==> src/rtl/led_walk_ctrl_if.sv <==
// rtl/led_walk_ctrl_if.sv - controller <-> position adder bus
//
// Purpose: carries one add/subtract request from led_walk_ctrl to the
// registered saturating adder and the adder's registered result back.
// Signals:
//   pos_out  [3:0]  current position (adder operand a)
//   da       [1:0]  step magnitude (adder operand da)
//   opn             0 = add, 1 = subtract
//   pos_in   [3:0]  registered adder result (adder fa)
// Modports: master = controller, slave = adder.
interface led_walk_ctrl_if;
   logic [3:0] pos_out;
   logic [1:0] da;
   logic       opn;
   logic [3:0] pos_in;

   modport master (output pos_out, output da, output opn, input pos_in);
   modport slave  (input pos_out, input da, input opn, output pos_in);
endinterface

==> src/rtl/led_walk_ctrl.sv <==
// rtl/led_walk_ctrl.sv - debounced LED walk controller for the position adder
//
// Purpose: debounces up/down buttons, generates auto-walk ticks, issues one
// request to the registered adder, captures its result as the new position
// and drives a one-hot LED pattern.
// Ports:
//   clk, rst        clock, asynchronous active-high reset
//   btn_up, btn_dn  raw pushbuttons
//   step    [1:0]   step magnitude, sampled when a request is accepted
//   auto_en         enables bounce auto-walk
//   add_if          adder bus (master): pos_out, da, opn out; pos_in in
//   busy            request in flight
//   led     [15:0]  one-hot decode of the position
module led_walk_ctrl #(
   parameter int DB_CYCLES   = 4,
   parameter int AUTO_PERIOD = 16
) (
   input  logic              clk,
   input  logic              rst,
   input  logic              btn_up,
   input  logic              btn_dn,
   input  logic [1:0]        step,
   input  logic              auto_en,
   led_walk_ctrl_if.master   add_if,
   output logic              busy,
   output logic [15:0]       led
);
   localparam int DBW = (DB_CYCLES > 1) ? $clog2(DB_CYCLES) : 1;
   localparam int PW  = (AUTO_PERIOD > 1) ? $clog2(AUTO_PERIOD) : 1;
   localparam logic [DBW-1:0] DB_LAST  = DBW'(DB_CYCLES - 1);
   localparam logic [PW-1:0]  PER_LAST = PW'(AUTO_PERIOD - 1);

   localparam logic [1:0] S_IDLE    = 2'd0;
   localparam logic [1:0] S_ISSUE   = 2'd1;
   localparam logic [1:0] S_CAPTURE = 2'd2;

   // index 0 = up button, index 1 = down button
   logic [1:0]     sync1_q, sync2_q, db_q, db_d, rise;
   logic [DBW-1:0] cnt_q [2];
   logic [DBW-1:0] cnt_d [2];

   logic [1:0]    state_q, state_d;
   logic [3:0]    pos_q, pos_d;
   logic [1:0]    da_q, da_d;
   logic          opn_q, opn_d;
   logic          busy_q, busy_d;
   logic          dir_q, dir_d;      // 0 = walking up, 1 = walking down
   logic [PW-1:0] per_q, per_d;
   logic          auto_run, tick, req, req_dir;

   always_comb begin
      for (int i = 0; i < 2; i++) begin
         db_d[i]  = db_q[i];
         cnt_d[i] = '0;
         rise[i]  = 1'b0;
         if (sync2_q[i] != db_q[i]) begin
            if (cnt_q[i] == DB_LAST) begin
               db_d[i] = sync2_q[i];
               // request pulse fires on the same cycle the debounced level rises
               rise[i] = sync2_q[i];
            end else begin
               cnt_d[i] = cnt_q[i] + DBW'(1);
            end
         end
      end
   end

   always_comb begin
      auto_run = auto_en && (state_q == S_IDLE);
      tick     = auto_run && (per_q == PER_LAST);
      if (!auto_en)      per_d = '0;
      else if (tick)     per_d = '0;
      else if (auto_run) per_d = per_q + PW'(1);
      else               per_d = per_q;

      // simultaneous up/down pulses cancel each other and also swallow a tick
      req     = 1'b0;
      req_dir = 1'b0;
      if (rise[0] ^ rise[1]) begin
         req     = 1'b1;
         req_dir = rise[1];
      end else if (!rise[0] && !rise[1] && tick) begin
         req     = 1'b1;
         req_dir = dir_q;
      end

      state_d = state_q;
      pos_d   = pos_q;
      da_d    = da_q;
      opn_d   = opn_q;
      busy_d  = busy_q;
      dir_d   = dir_q;
      case (state_q)
         S_IDLE: begin
            if (req) begin
               da_d    = step;
               opn_d   = req_dir;
               busy_d  = 1'b1;
               state_d = S_ISSUE;
            end
         end
         S_ISSUE: state_d = S_CAPTURE;
         S_CAPTURE: begin
            pos_d   = add_if.pos_in;
            da_d    = 2'd0;
            busy_d  = 1'b0;
            state_d = S_IDLE;
            if (add_if.pos_in == 4'd15)     dir_d = 1'b1;
            else if (add_if.pos_in == 4'd0) dir_d = 1'b0;
         end
         default: state_d = S_IDLE;
      endcase
   end

   always_ff @(posedge clk or posedge rst) begin
      if (rst) begin
         sync1_q  <= '0;
         sync2_q  <= '0;
         db_q     <= '0;
         cnt_q[0] <= '0;
         cnt_q[1] <= '0;
         state_q  <= S_IDLE;
         pos_q    <= '0;
         da_q     <= '0;
         opn_q    <= 1'b0;
         busy_q   <= 1'b0;
         dir_q    <= 1'b0;
         per_q    <= '0;
      end else begin
         sync1_q  <= {btn_dn, btn_up};
         sync2_q  <= sync1_q;
         db_q     <= db_d;
         cnt_q[0] <= cnt_d[0];
         cnt_q[1] <= cnt_d[1];
         state_q  <= state_d;
         pos_q    <= pos_d;
         da_q     <= da_d;
         opn_q    <= opn_d;
         busy_q   <= busy_d;
         dir_q    <= dir_d;
         per_q    <= per_d;
      end
   end

   assign add_if.pos_out = pos_q;
   assign add_if.da      = da_q;
   assign add_if.opn     = opn_q;
   assign busy           = busy_q;
   assign led            = 16'h0001 << pos_q;
endmodule

==> src/flat_wrapper.sv <==
// flat-port wrapper written by rule: the top's interface ports become plain ports
module led_walk_ctrl_flat 
#(
   parameter int DB_CYCLES   = 4,
   parameter int AUTO_PERIOD = 16
)
  (clk, rst, btn_up, btn_dn, step, auto_en, busy, led, add_if_pos_out, add_if_da, add_if_opn, add_if_pos_in);
  led_walk_ctrl_if add_if_i ();
  input  logic clk;
  input  logic rst;
  input  logic btn_up;
  input  logic btn_dn;
  input  logic [1:0] step;
  input  logic auto_en;
  output logic busy;
  output logic [15:0] led;
  output wire logic [$bits(add_if_i.pos_out)-1:0] add_if_pos_out;
  output wire logic [$bits(add_if_i.da)-1:0] add_if_da;
  output wire logic [$bits(add_if_i.opn)-1:0] add_if_opn;
  input wire logic [$bits(add_if_i.pos_in)-1:0] add_if_pos_in;
  assign add_if_pos_out = add_if_i.pos_out;
  assign add_if_da = add_if_i.da;
  assign add_if_opn = add_if_i.opn;
  assign add_if_i.pos_in = add_if_pos_in;
  led_walk_ctrl #(.DB_CYCLES(DB_CYCLES), .AUTO_PERIOD(AUTO_PERIOD)) u_core (.clk(clk), .rst(rst), .btn_up(btn_up), .btn_dn(btn_dn), .step(step), .auto_en(auto_en), .add_if(add_if_i), .busy(busy), .led(led));
endmodule
==> config.mk <==
export PLATFORM = sky130hd
export DESIGN_NAME = led_walk_ctrl_flat
export DESIGN_NICKNAME = d
export VERILOG_FILES = /design/src/rtl/led_walk_ctrl_if.sv /design/src/rtl/led_walk_ctrl.sv /design/src/flat_wrapper.sv
export SDC_FILE = /design/constraint.sdc
export NUM_CORES = 1
export LEC_CHECK = 0
export ABC_CLOCK_PERIOD_IN_PS = 2600
export CAP_MARGIN = 20
export CORE_MARGIN = 3
export CORE_UTILIZATION = 50
export CTS_CLUSTER_DIAMETER = 150
export DETAILED_ROUTE_END_ITERATION = 6
export PLACE_DENSITY = 0.94
export SYNTH_ARGS = -nofsm -noshare
export SYNTH_HDL_FRONTEND = slang
export SYNTH_SLANG_ARGS = --single-unit
==> constraint.sdc <==
create_clock -name clk -period 2.6 [get_ports clk]
set_input_delay 0.52 -clock clk [delete_from_list [all_inputs] [get_ports clk]]
set_output_delay 0.52 -clock clk [all_outputs]
set_load 0.02 [all_outputs]
==> flow_summary.ini, run 1 <==
[sta]
hold_viol = 0
worst_slew_pin_slew_ns = 0.524
slew_violations = 0
layout_setup_ws_ns = 0.119
finalSetupViolCount = 0
finClkSkew_ns = 0.00328
post-route-period-util_pct = 95.4
fmax_mhz = 403
tns_ns = 0
maxSlewHeadroom_pct = 65.0
period_needed_ns = 2.48
rsz0062_at_grt = false

[finish]
area_delta_synth_final_pct = 32.9
register_area_um2 = 626
n_fill_cell = 174
layout-drive-gt1-share_pct = 7.84
antenna_cells = 0
final_cells = 181
multiInputGateArea_um2 = 557
design.final.nets = 169

[cts]
cts_setup_buffers = 0
clk_pin_slew_worst_paths_ns = 0.13
cts_tree = yes
cts_sinks = 25
h-tree-depth = 1
cts_buffers = 3
cts_hold_buf = 0
cts_resized = 0
root_buffer = clkbuf_4
clkLatencyLatePin_ns = 0.33
ctsLongestPathBuffers = 2

[drt]
drc = 0
num_vias = 1008
antenna_left = 0
wirelength_mm = 2.61
dr.pass1.iters = 4
drtIter0Drc = 12
vias_per_cell = 5.57
wl_per_cell_um = 14.4

[place]
routabilityCongestion = 0.842
io_buffers = 34
placed_cells = 177
hpwl_mm = 2.00
post-place-ws_ns = 0.543

[worst_setup_path]
crit_slowest_cell = clkdlybuf4s50_1
path_max_fanout = 9
cp.required_ns = 2.08
crit_path_cell_trace = nand2b_1, nor3_1, clkdlybuf4s50_1
path_buf_inv = 1
rrSetupSlack_ns = 0.84
critPathTopFamily = buffers and inverters
path_class = register to output pin
crit_path_end_kind = output pin
max_stage_delay_ns = 0.67
start_kind = register
cp.arrival_ns = 1.96

[die]
die_area_um2 = 3050
fp-row-count = 17
die_h_um = 55.2
die_w_um = 55.2
ioPinCount = 35
fp.coreArea_um2 = 2250
start_util_pct = 53.8

[power_and_ir_drop]
p_leak_nw = 0.675
power.density_nw_per_um2 = 986
irDropWorstVdd_uv = 643
power_mw = 1.59

[synth]
post-synth-top-count-cell = dfrtp_1
ys_ff_latch = 25
ys_top_cells_by_count = dfrtp_1, nor2_1, nor3_1
synth_area_leaders = dfrtp_1, mux2_2, ha_1
netlist_instances = 117
ys_seq_area_share_pct = 51.6
syn_area_um2 = 1210
synth_edf_count = 0
synth_warnings = 0
synth_nets = 132
netlist.area_leader.share_pct = 51.6
synth_top_area_cell = dfrtp_1
synthDistinctLibCells = 33
syn_area_per_cell_um2 = 10.4
ys.flop_type = dfrtp_1
async_flop_share_pct = 100

[global_routing]
grt_start_max_net_pins = 26
grt_use_met3_pct = 4.67
grt_pass1_vias = 994
met1_usage_pct = 20.5
grt_pass1_wl_mm = 4.47
grt.overflow.total = 0
grt.busiest_layer = met2
use_met2_pct = 31.9
grtUsageTotal_pct = 18.0
antenna_found_initial = 0

[hold_path]
worstHoldPathType = register to register

[outcome]
status = complete, no violations

[flow_run]
cap_violations = 0
final timing paths:
check,from,endpoint,cells past startpoint
worst min-delay path,u_core.sync1_q[0]$_DFF_PP0_,u_core.sync2_q[0]$_DFF_PP0_,0
min in group asynchronous,rst,u_core.per_q[2]$_DFFE_PP0P_,3
worst max register to register,u_core.cnt_q[0]$_DFF_PP0_,u_core.add_if.opn$_DFFE_PP0P_,6
max in group asynchronous,rst,u_core.state_q[1]$_DFFE_PP0P_,3
worst min register to register,u_core.sync1_q[0]$_DFF_PP0_,u_core.sync2_q[0]$_DFF_PP0_,0
worst max-delay path,u_core.add_if.pos_out[1]$_DFFE_PP0P_,led[4],3
cells by family (layout without fill, tap and decap cells):
family	after synthesis	after routing	synth area share (%)
AOI/OAI and AO/OA	18	18	10.4
xor gates and xnor gates	3	3	2.17
and+or+nand+nor	53	53	23.6
adders and majority gates	4	4	4.13
muxes	6	6	5.57
DFF	25	25	51.6
buffers and inverters	8	44	2.48
flip-flops by register name (all words and copies together), names as in the netlist:
name and count:
u_core.dir_q 1, u_core.sync1_q 2, u_core.busy 1, u_core.state_q 2
u_core.add_if.pos_out 4, u_core.db_q 2, u_core.add_if.opn 1, u_core.cnt_q 4
u_core.per_q 4, u_core.add_if.da 2, u_core.sync2_q 2
routing by layer:
metal | wire (um) | share of wire [%]
met1 | 1050 | 40
met2 | 1370 | 52
met3 | 176 | 6.7
met4 | 20 | 0.77
met5 | 0 | 0
layout make-up:
type / instances / share of cell area [%]
timing repair buffer: 35 / 21.6
clock inverter: 1 / 0.311
clock buffer: 3 / 1.40
inverter: 5 / 1.16
sequential: 25 / 38.8
tap: 28 / 2.17
multi-input combinational: 84 / 34.5
placed cells by master, fill, tap and decap left out, types with 2 or more instances in the layout:
cell / count
clkdlybuf4s50_1: 34
dfrtp_1: 25
nor2_1: 13
nor3_1: 10
nand2_1: 8
mux2_2: 6
inv_1: 5
o21ai_0: 4
nand2b_1: 4
ha_1: 4
nor2b_1: 3
nor3b_1: 3
o211ai_1: 3
nand3b_1: 3
clkbuf_4: 3
a22o_1: 2
a21oi_1: 2
xnor2_1: 2
a21boi_0: 2
power breakdown:
part / internal [mW] / switching, mW / total [mW]
Sequential: 0.508 / 0.150 / 0.658
Combinational: 0.382 / 0.372 / 0.754
Clock: 0.0578 / 0.118 / 0.176
Total: 0.948 / 0.640 / 1.59
metrics by stage:
| step | cell area, um2 | util (%) | hold WS [ns] |
|---|---|---|---|
| 6_report | 1610 | 71.5 | 0.378 |
| 5_1_grt | 1610 | 71.5 | 0.386 |
| 4_1_cts | 1610 | 71.5 | 0.386 |
| 3_5_place_dp | 1580 | 70.3 | 0.354 |
| 3_3_place_gp | 1580 | 70.3 | 0.333 |
| 2_1_floorplan | 1210 | - | 0.331 |
worst register-to-register path, delay by kind of cell, from the launching register on:
kind,cells,cell delay (ns)
AOI/OAI and AO/OA,2,0.35
adders and majority gates,2,0.62
DFF,1,0.38
and+or+nand+nor,2,0.33
(Power assumes the default switching activity.)
==> run 2, diff against run 1 <==
--- a/config.mk
+++ b/config.mk
@@ -5,13 +5,13 @@
 export SDC_FILE = /design/constraint.sdc
 export NUM_CORES = 1
 export LEC_CHECK = 0
-export ABC_CLOCK_PERIOD_IN_PS = 2600
+export ABC_CLOCK_PERIOD_IN_PS = 2900
 export CAP_MARGIN = 20
 export CORE_MARGIN = 3
 export CORE_UTILIZATION = 50
 export CTS_CLUSTER_DIAMETER = 150
 export DETAILED_ROUTE_END_ITERATION = 6
-export PLACE_DENSITY = 0.94
+export PLACE_DENSITY = 0.87
 export SYNTH_ARGS = -nofsm -noshare
 export SYNTH_HDL_FRONTEND = slang
 export SYNTH_SLANG_ARGS = --single-unit
==> constraint.sdc (replaced) <==
create_clock -name clk -period 2.9 [get_ports clk]
set_input_delay 0.58 -clock clk [delete_from_list [all_inputs] [get_ports clk]]
set_output_delay 0.58 -clock clk [all_outputs]
set_load 0.02 [all_outputs]
==> run 2 against run 1 <==
Against the previous run:
- wire length is 7.4% higher
- register-to-register slack better by 0.26 ns
- sequential share of layout area is 0.12 points higher
- via count is 0.79% higher
- sequential cell count stayed put
- first-iteration DRC count grew to 2.6 times the previous value
- clock power is 8% lower
- sequential power is 10% lower
- die area stayed put
- setup slack better by 0.24 ns
- largest cell class unchanged
==> flow_summary.ini, run 2 (synthesized netlist as in run 1, its figures left out) <==
[sta]
tns_ns = 0
maxSlewHeadroom_pct = 39.7
slew_violations = 0
finalSetupViolCount = 0
layout_setup_ws_ns = 0.357
period_needed_ns = 2.54
rsz0062_at_grt = false
worst_slew_pin_slew_ns = 0.904
hold_viol = 0
post-route-period-util_pct = 87.7
finClkSkew_ns = 0.00134
fmax_mhz = 393

[worst_setup_path]
cp.arrival_ns = 1.96
timing.rr.start = u_core.cnt_q[0]$_DFF_PP0_
path_max_fanout = 9
cp.required_ns = 2.32
startpoint = u_core.add_if.pos_out[1]$_DFFE_PP0P_
start_kind = register
path_class = register to output pin
crit_path_end_kind = output pin

[cts]
clk_pin_slew_worst_paths_ns = 0.14
cts_resized = 0
ctsLongestPathBuffers = 2
root_buffer = clkbuf_4
cts_hold_buf = 0
h-tree-depth = 1
cts_buffers = 3
cts_tree = yes
cts_setup_buffers = 0
clkLatencyLatePin_ns = 0.32
cts_sinks = 25

[global_routing]
grtUsageTotal_pct = 18.7
grt_pass1_wl_mm = 4.63
antenna_found_initial = 0
grt_pass1_vias = 996
grt.overflow.total = 0
grt_start_max_net_pins = 26

[finish]
area_delta_synth_final_pct = 32.5
final_cells = 180
mostFrequentLayoutCell = clkdlybuf4s50_1
antenna_cells = 0
design.final.nets = 168
layout-drive-gt1-share_pct = 7.24
layout_common_cells = clkdlybuf4s50_1, dfrtp_1, nor2_1, nor3_1, nand2_1
final_core_util_pct = 71.3

[die]
die_h_um = 55.2
fp.coreArea_um2 = 2250
die_area_um2 = 3050
ioPinCount = 35
start_util_pct = 53.8
die_w_um = 55.2
fp-row-count = 17

[drt]
antenna_left = 0
num_vias = 1016
wirelength_mm = 2.81
wl_per_cell_um = 15.6
vias_per_cell = 5.64
drc = 0
drtIter0Drc = 31
dr.pass1.iters = 5

[place]
hpwl_mm = 2.06
routabilityCongestion = 0.824
post-place-ws_ns = 0.819
io_buffers = 34
placed_cells = 176

[power_and_ir_drop]
power.density_nw_per_um2 = 890
p_leak_nw = 0.667
irDropWorstVdd_uv = 761

[flow_run]
cap_violations = 0

[hold_path]
hp-start = u_core.sync1_q[1]$_DFF_PP0_
worstHoldPathType = register to register

[outcome]
status = complete, no violations
run 2: changes by cell type in the layout (fill, tap and decap cells not counted), sizes merged:
cell,before,now
buf,1,0
clkinvlp,0,1
clkinv,1,0
run 2: per-stage QoR:
stage	hold WS (ns)	power, mW	cell area [um2]
floorplan	0.331	0.970	1210
global placement	0.333	1.24	1580
detailed placement	0.337	1.27	1580
CTS	0.370	1.44	1610
global route	0.374	1.52	1610
finish	0.367	1.43	1610
run 2: path summary, 6_finish.rpt:
kind / to / slack (ns) / cells past startpoint
min in group asynchronous: u_core.db_q[1]$_DFFE_PP0P_ / 0.73 / 2
setup / recovery: led[6] / 0.36 / 3
max in group asynchronous: u_core.add_if.opn$_DFFE_PP0P_ / 1.62 / 2
hold reg to reg: u_core.sync2_q[1]$_DFF_PP0_ / 0.37 / 0
hold / removal: u_core.sync2_q[1]$_DFF_PP0_ / 0.37 / 0
setup reg to reg: u_core.add_if.opn$_DFFE_PP0P_ / 1.10 / 6
run 2: per-layer routing:
| layer | GRT usage (%) | vias up | routed length (um) | share of wire (%) |
|---|---|---|---|---|
| met1 | 24.4 | 489 | 1210 | 43 |
| met2 | 30.2 | 34 | 1410 | 50 |
| met3 | 3.27 | 7 | 120 | 4.3 |
| met5 | 0 | - | 0 | 0 |
| met4 | 8.33 | 0 | 65 | 2.3 |
| li1 | - | 486 | - | - |
run 2: cell type report:
cell class / instances / area, um2
Fill cell: 156 / 648
Clock inverter: 1 / 7.51
Multi-Input combinational cell: 84 / 557
Tap cell: 28 / 35.0
Timing Repair Buffer: 34 / 340
Inverter: 5 / 18.8
Clock buffer: 3 / 22.5
Sequential cell: 25 / 626
run 2: power breakdown:
group	total (mW)	internal, mW	switching (mW)
combinational	0.678	0.338	0.340
sequential	0.590	0.455	0.134
clock	0.162	0.0528	0.109
total	1.43	0.847	0.583
run 2: worst max-delay path, stage by stage, from the launching register on:
cell	delay [ns]
dfrtp_1	0.51
nand2_1	0.19
nor3_1	0.27
clkdlybuf4s50_1	0.67
==> run 3, diff against run 2 <==
--- a/config.mk
+++ b/config.mk
@@ -5,7 +5,7 @@
 export SDC_FILE = /design/constraint.sdc
 export NUM_CORES = 1
 export LEC_CHECK = 0
-export ABC_CLOCK_PERIOD_IN_PS = 2900
+export ABC_CLOCK_PERIOD_IN_PS = 3200
 export CAP_MARGIN = 20
 export CORE_MARGIN = 3
 export CORE_UTILIZATION = 50
==> constraint.sdc (replaced) <==
create_clock -name clk -period 3.2 [get_ports clk]
set_input_delay 0.64 -clock clk [delete_from_list [all_inputs] [get_ports clk]]
set_output_delay 0.64 -clock clk [all_outputs]
set_load 0.02 [all_outputs]
==> run 3 against run 2 <==
Against the previous run:
- first-iteration DRC count is 13% higher
- hold slack gained 0.0017 ns
- via count rose by 0.49%
- clock power shrank 10%
- register-to-register slack better by 0.28 ns
- largest power group unchanged
==> flow_summary.ini, run 3 (synthesized netlist as in run 1, its figures left out) <==
[worst_setup_path]
crit_slowest_cell = clkdlybuf4s50_1
critPathTopFamily = buffers and inverters
cp.required_ns = 2.56
crit_path_cell_trace = nand2_1, nor3_1, clkdlybuf4s50_1
worstReg2RegEnd = u_core.add_if.opn$_DFFE_PP0P_
cp.arrival_ns = 1.91
rrSetupSlack_ns = 1.38
timing.rr.start = u_core.cnt_q[0]$_DFF_PP0_
worstRegToRegCells = 6
path_max_fanout = 9
start_kind = register
max_stage_delay_ns = 0.65
crit_path_end_kind = output pin
path_buf_inv = 1
path_class = register to output pin

[power_and_ir_drop]
irDropWorstVdd_uv = 673
comb_power_share_pct = 47.5
clkPwrFrac_pct = 11.2
p_seq_share_pct = 41.3
p_int_mw = 0.768
switching_share_pct = 40.7
power.density_nw_per_um2 = 806
p_sw_mw = 0.527
p_leak_nw = 0.667

[finish]
antenna_cells = 0
layout-drive-gt1-share_pct = 7.24
design.final.nets = 168
layout_common_cells = clkdlybuf4s50_1, dfrtp_1, nor2_1, nor3_1, nand2_1
fin_area_um2 = 1610
area_delta_synth_final_pct = 32.5
mostFrequentLayoutCell = clkdlybuf4s50_1

[global_routing]
grt_pass1_vias = 986
grt_start_max_net_pins = 26
grtUsageTotal_pct = 18.0
antenna_found_initial = 0
grt_pass1_wl_mm = 4.49
grt.overflow.total = 0

[sta]
maxSlewHeadroom_pct = 40.4
timing.hold.ws_ns = 0.368
post-route-period-util_pct = 79.8
hold_viol = 0
finalSetupViolCount = 0
finClkSkew_ns = 0.00989
rsz0062_at_grt = false
slew_violations = 0
period_needed_ns = 2.55
tns_ns = 0
fmax_mhz = 392
worst_slew_pin_slew_ns = 0.893

[outcome]
status = complete, no violations

[cts]
cts_sinks = 25
ctsLongestPathBuffers = 2
clkLatencyLatePin_ns = 0.33
h-tree-depth = 1
cts_tree = yes
cts_buffers = 3
cts_setup_buffers = 0
cts_hold_buf = 0
root_buffer = clkbuf_4
cts_resized = 0
clk_pin_slew_worst_paths_ns = 0.14

[place]
io_buffers = 34
hpwl_mm = 2.09
place_area_um2 = 1580
routabilityCongestion = 0.824

[drt]
wl_per_cell_um = 15.3
dr.pass1.iters = 4
antenna_left = 0
vias_per_cell = 5.67
drc = 0
wirelength_mm = 2.75
drtIter0Drc = 35
num_vias = 1021

[die]
die_w_um = 55.2
die_h_um = 55.2
start_util_pct = 53.8
ioPinCount = 35
fp.coreArea_um2 = 2250
die_area_um2 = 3050
fp-row-count = 17

[flow_run]
cap_violations = 0

[hold_path]
worstHoldPathType = register to register
hold_end = u_core.sync2_q[1]$_DFF_PP0_
hp-start = u_core.sync1_q[1]$_DFF_PP0_
hold_depth = 0
==> run 3: through the flow <==
| stage | setup WS, ns | instances | utilization [%] | total power, mW |
|---|---|---|---|---|
| 2_1_floorplan | 1.30 | 117 | - | 0.879 |
| 3_3_place_gp | 1.07 | 176 | 69.9 | 1.12 |
| 3_5_place_dp | 1.04 | 176 | 69.9 | 1.15 |
| 4_1_cts | 0.645 | 180 | 71.3 | 1.30 |
| 5_1_grt | 0.573 | 180 | 71.3 | 1.37 |
| 6_report | 0.648 | 180 | 71.3 | 1.30 |
==> run 3: layer usage <==
layer	track usage (%)	up-vias	part of all wire (%)
met4	5.21	0	0.84
li1	-	486	-
met5	0	-	0
met1	23.4	497	43
met3	3.04	4	4.2
met2	30.7	34	51
==> run 3: area by class of cell <==
type / instances / area [um2]
clock buffer: 3 / 22.5
clock inverter: 1 / 7.51
fill: 169 / 648
inverter: 5 / 18.8
multi-input combinational: 84 / 557
sequential: 25 / 626
tap: 28 / 35.0
timing repair buffer: 34 / 340
==> run 3: power groups by stage <==
stage	registers (mW)	clock network [mW]	logic, mW
floorplan	0.560	0	0.319
global placement	0.525	0	0.595
detailed placement	0.539	0	0.613
CTS	0.532	0.152	0.618
global route	0.550	0.158	0.661
finish	0.535	0.145	0.615
==> run 3: worst max-delay path by stage <==
stage	start	endpoint	slack (ns)	cells after the start
2_1_floorplan	u_core.add_if.pos_out[3]$_DFFE_PP0P_	led[0]	1.30	1
3_3_place_gp	u_core.add_if.pos_out[2]$_DFFE_PP0P_	led[2]	1.07	3
3_5_place_dp	u_core.add_if.pos_out[3]$_DFFE_PP0P_	led[9]	1.04	3
4_1_cts	u_core.add_if.pos_out[3]$_DFFE_PP0P_	led[9]	0.64	3
5_1_grt	u_core.add_if.pos_out[2]$_DFFE_PP0P_	led[2]	0.57	3
6_report	u_core.add_if.pos_out[3]$_DFFE_PP0P_	led[9]	0.65	3
==> edit 1: new RTL, config.mk and constraints of run 3 <==
`DB_CYCLES` is set to 4 in 2 places; all go to 2.
--- a/src/rtl/led_walk_ctrl.sv
+++ b/src/rtl/led_walk_ctrl.sv
@@ -12,7 +12,7 @@
 //   busy            request in flight
 //   led     [15:0]  one-hot decode of the position
 module led_walk_ctrl #(
-   parameter int DB_CYCLES   = 4,
+   parameter int DB_CYCLES   = 2,
    parameter int AUTO_PERIOD = 16
 ) (
    input  logic              clk,
--- a/src/flat_wrapper.sv
+++ b/src/flat_wrapper.sv
@@ -1,7 +1,7 @@
 // flat-port wrapper written by rule: the top's interface ports become plain ports
 module led_walk_ctrl_flat 
 #(
-   parameter int DB_CYCLES   = 4,
+   parameter int DB_CYCLES   = 2,
    parameter int AUTO_PERIOD = 16
 )
   (clk, rst, btn_up, btn_dn, step, auto_en, busy, led, add_if_pos_out, add_if_da, add_if_opn, add_if_pos_in);
Behaviour: not the same (Yosys sat finds a counterexample within 10 cycles, from zero or initial values and one cycle with rst high).
==> edit 1 against run 3 <==
  * Clock power down 4%
  * Sequential cell count down 2
  * Worst setup slack better by 0.049 ns
  * Routed wire length down 14%
  * Total power up 4.5%
  * Area after synthesis down 14%
  * Sequential power down 5.0%
  * Design area down 10%
  * Core utilization up 7.1 points
==> edit 1: results (changes against run 3) <==
status finished clean; largest net degree at the start of global routing 24 (-7.7%); Crit Reg-Reg Endpoint u_core.add_if.da[1]$_DFFE_PP0P_; Setup Skew 0.00267 ns (-0.00722 ns); average size of a mapped cell 10.8 um^2 (+3.9%); DP HPWL 1850 um (-11%); vias in the first global route 906 (-8.1%); drt via density 5.60 (-1.3%); beginning of the worst hold path u_core.sync1_q[0]$_DFF_PP0_; Metal-1 WL 1010 um (-15%); leakage 0.594 nW (-11%); wire per inst 14.8 um (-3.0%); Worst Tran Pin Value 0.842 ns (-0.0513 ns); drt first-iter violations 9 (-74%); worst path arrival time 1.86 ns (-0.05 ns); Total GRT Usage 20.8% (+2.8 points); layout cells sized above 1 11.2% (+4.0 points); Net Count, Synth 110 (-17%); clock latency on the worst-skew pair 0.31 ns (-0.02 ns); dpl ws 1.07 ns (+0.0315 ns); total sequential power 0.508 mW (-5.0%); worst r2r src u_core.db_q[1]$_DFFE_PP0P_; met1 global-route usage 24.9% (+1.5 points); GR Util met3 3.44% (+0.40 points); Synth area leaders dfrtp_1 55%, mux2_2 6.5%, nor2_1 5.7%; register area share after synthesis 55.1% (+3.5 points); routed length on met2 1210 um (-14%); reg-to-reg slack, setup 1.49 ns (+0.11 ns); Int Pwr 0.785 mW (+2.3%); clock group share of total power 10.2% (-1.0 points); worst vdd ir 0.000629 V (-6.4%); GPL Wtd Cong 0.796 (-3.4%)
edit 1: cell types whose count changed after synthesis, sizes merged, moves of 3 or more:
cell,change
clkbuf,-3
inv,-3
nor2,+3
nor3b,-3
o211ai,-3
o21ai,-3
edit 1: worst max-delay path by stage:
stage	startpoint	cells past startpoint	slack, ns	endpoint
floorplan	u_core.add_if.pos_out[3]$_DFFE_PP0P_	1	1.30	led[0]
global placement	u_core.add_if.pos_out[0]$_DFFE_PP0P_	3	1.06	led[2]
detailed placement	u_core.add_if.pos_out[0]$_DFFE_PP0P_	3	1.07	led[2]
CTS	u_core.add_if.pos_out[0]$_DFFE_PP0P_	3	0.71	led[2]
global route	u_core.add_if.pos_out[0]$_DFFE_PP0P_	3	0.58	led[2]
finish	u_core.add_if.pos_out[0]$_DFFE_PP0P_	3	0.70	led[2]
edit 1: worst register-to-register path: cells and delay by family (launching register included):
| kind | cells | cell delay [ns] |
|---|---|---|
| simple gates | 1 | 0.20 |
| flops | 1 | 0.43 |
| fa+ha+maj | 1 | 0.33 |
| compound gates | 3 | 0.70 |
edit 1: cell type report:
class | instances | area [um^2]
well taps | 25 | 31.3
inverters | 2 | 7.51
flip-flops and latches | 23 | 576
clock buffers | 3 | 22.5
fillers | 128 | 398
repair buffers | 34 | 340
clock inverters | 1 | 7.51
multi-input cells | 71 | 457
edit 1: cells by family (layout without fill, tap and decap cells):
group           after synthesis  after routing  synth area share [%]
compound gates               14             14                  10.2
xor+xnor                      3              3                  2.52
fa+ha+maj                     2              2                  2.39
buf+inv                       3             40                  1.20
flops                        23             23                  55.1
mux                           6              6                  6.47
simple gates                 46             46                  22.2
==> edit 2: new RTL, flow settings as in run 3 <==
Made on the original files. Make the reset (`rst`) synchronous in one clocked block. Comments in the files are not updated.
--- a/src/rtl/led_walk_ctrl.sv
+++ b/src/rtl/led_walk_ctrl.sv
@@ -112,7 +112,7 @@
       endcase
    end
 
-   always_ff @(posedge clk or posedge rst) begin
+   always_ff @(posedge clk) begin
       if (rst) begin
          sync1_q  <= '0;
          sync2_q  <= '0;
Formal check against the unedited RTL: differs if rst is asserted again (counterexample within 10 cycles, from zero or initial values and one cycle with rst high); with rst held inactive, the same outputs for 10 cycles.
==> edit 2 against run 3 <==
  * Sequential cell count did not move
  * Worst setup slack gained 0.12 ns
  * Sequential share of layout area shrank 5.3 points
  * Design area fell by 7.5%
  * Synthesized cell count rose by 8.5%
  * Area after synthesis shrank 9.8%
  * Die area fell by 8.8%
  * Routed wire length shrank 13%
  * Count of clock-buffer cells in the layout grew 1
  * Global-route usage is 1.4 points higher
  * Critical endpoint is now led[12]
  * Largest cell class is now multi-input combinational cells
Power is not compared: it rests on default switching activity, and its combinational part moved more than twofold at a synthesized area within 25%.
==> edit 2: results (changes against run 3) <==
PostCTS Resize Cnt 0 (unchanged); routed length on met2 1140 um (-20%); hold path cells 1 (+1); register area share after synthesis 45.8% (-5.8 points); Worst Tran Pin Value 0.577 ns (-0.316 ns); Metal-1 WL 1050 um (-12%); GPL Wtd Cong 0.754 (-8.5%); leakage 0.523 nW; Hold WC Path Type reg -> reg; drt first-iter violations 12 (-66%); CTS clk-pin slew, worst paths 0.13 ns; r2r worst-path depth 5 (-1); final-stage net count 179 (+6.5%); clk buf depth 2 (unchanged); CTS root buf clkbuf_4; top post-synthesis cells by count 25 x dfxtp_1, 19 x nand2_1, 19 x nor2_1, 8 x a21oi_1, 6 x nor3_1; Vias 1011 (-0.98%); mux contribution to synthesized area 4.58% (-1.0 points); Net Count, Synth 142 (+7.6%); drt pass-1 iters 5 (+1); Met3 Wirelength 193 um (+65%); Post-route DRC 0 (unchanged); top routing layer used met4; worst path arrival time 1.80 ns (-0.11 ns); layout cells sized above 1 2.45% (-4.8 points); Setup Skew 0.00544 ns (-0.00445 ns); Post-Synth Adder-Cell Area 4.58% (+0.45 points); Total GRT Usage 19.4% (+1.4 points); Synth area leaders dfxtp_1 46%, nand2_1 6.5%, nor2_1 6.5%; Primary FF master, synth dfxtp_1; clock latency on the worst-skew pair 0.31 ns (-0.02 ns); Post-Synth XOR/XNOR Area 2.40% (+0.24 points); DP HPWL 1850 um (-11%); ant diodes 0 (unchanged); post-CTS setup buffers 0 (unchanged); initial antenna violation count 0 (unchanged); worst vdd ir 0.000329 V; post-synthesis cell type count 27 (-18%); Async SR Flop Fraction 0% (-100 points); Compound-Gate Fraction of Synth Area 8.47% (-2.0 points); H-tree level count 1 (unchanged); first-pass GRT wire length 4070 um (-9.2%); vias in the first global route 944 (-4.3%); largest net degree at the start of global routing 19 (-27%); wire per inst 12.6 um (-17%); CTS buffer count 3 (unchanged); yosys warns 0 (unchanged); status finished clean; CP Max Fanout 9 (unchanged); # port buffers 34 (unchanged)
==> edit 2: cell count changes in the layout (fill, tap and decap cells not counted), moves of 5 or more <==
cell	delta
dfrtp_1	-25
dfxtp_1	+25
nand2_1	+11
a21oi_1	+6
mux2_2	-6
nor2_1	+6
mux2i_1	+5
==> edit 2: power breakdown <==
part | total (mW) | internal, mW | switching [mW] | leakage (nW)
clock network | 0.138 | 0.0486 | 0.0898 | 0.0150
logic | 0.0284 | 0.0162 | 0.0122 | 0.306
registers | 0.318 | 0.315 | 0.00244 | 0.203
==> edit 2: cells by family after synthesis <==
kind of cell,count (synthesis)
AND/OR/NAND/NOR,71
flip-flops,25
AO/OA/AOI/OAI,14
buffers and inverters,5
multiplexers,5
adder cells (fa/ha/maj),4
XOR/XNOR,3
==> edit 2: area by class of cell <==
cell class | count | area, um^2
clock buffer | 4 | 26.3
sequential | 25 | 500
inverter | 3 | 11.3
multi-input combinational | 97 | 574
fill | 159 | 536
timing repair buffer | 34 | 340
tap | 27 | 33.8
==> edit 2: worst paths after layout <==
kind	start	end	slack (ns)
worst max register to register	u_core.cnt_q[0][2]$_SDFF_PP0_	u_core.add_if.opn$_SDFFE_PP0P_	1.59
worst min register to register	u_core.cnt_q[0][0]$_SDFF_PP0_	u_core.cnt_q[0][0]$_SDFF_PP0_	0.43
worst min-delay path	u_core.cnt_q[0][0]$_SDFF_PP0_	u_core.cnt_q[0][0]$_SDFF_PP0_	0.43
worst max-delay path	u_core.add_if.pos_out[2]$_SDFFE_PP0P_	led[12]	0.76
==> edit 2: metal layers <==
layer / global-route usage [%] / up-vias
met3: 4.56 / 4
met2: 34.5 / 42
met4: 4.68 / 0
li1: - / 513
met5: 0 / -
met1: 23.2 / 452
==> edit 2: stage by stage <==
step / worst slack (ns) / instance area [um^2] / std cells / power (mW) / util [%]
floorplan: 1.39 / 1090 / 127 / 0.336 / -
global placement: 1.08 / 1460 / 186 / 0.351 / 72.2
detailed placement: 0.989 / 1460 / 186 / 0.353 / 72.2
CTS: 0.759 / 1490 / 190 / 0.485 / 73.5
global route: 0.638 / 1490 / 190 / 0.502 / 73.5
finish: 0.764 / 1490 / 190 / 0.484 / 73.5
==> edit 2: critical path: stages (launching register included) <==
cell and delay [ns]:
dfxtp_1 0.51, nand2_1 0.18, nor3_1 0.17, clkdlybuf4s50_1 0.64
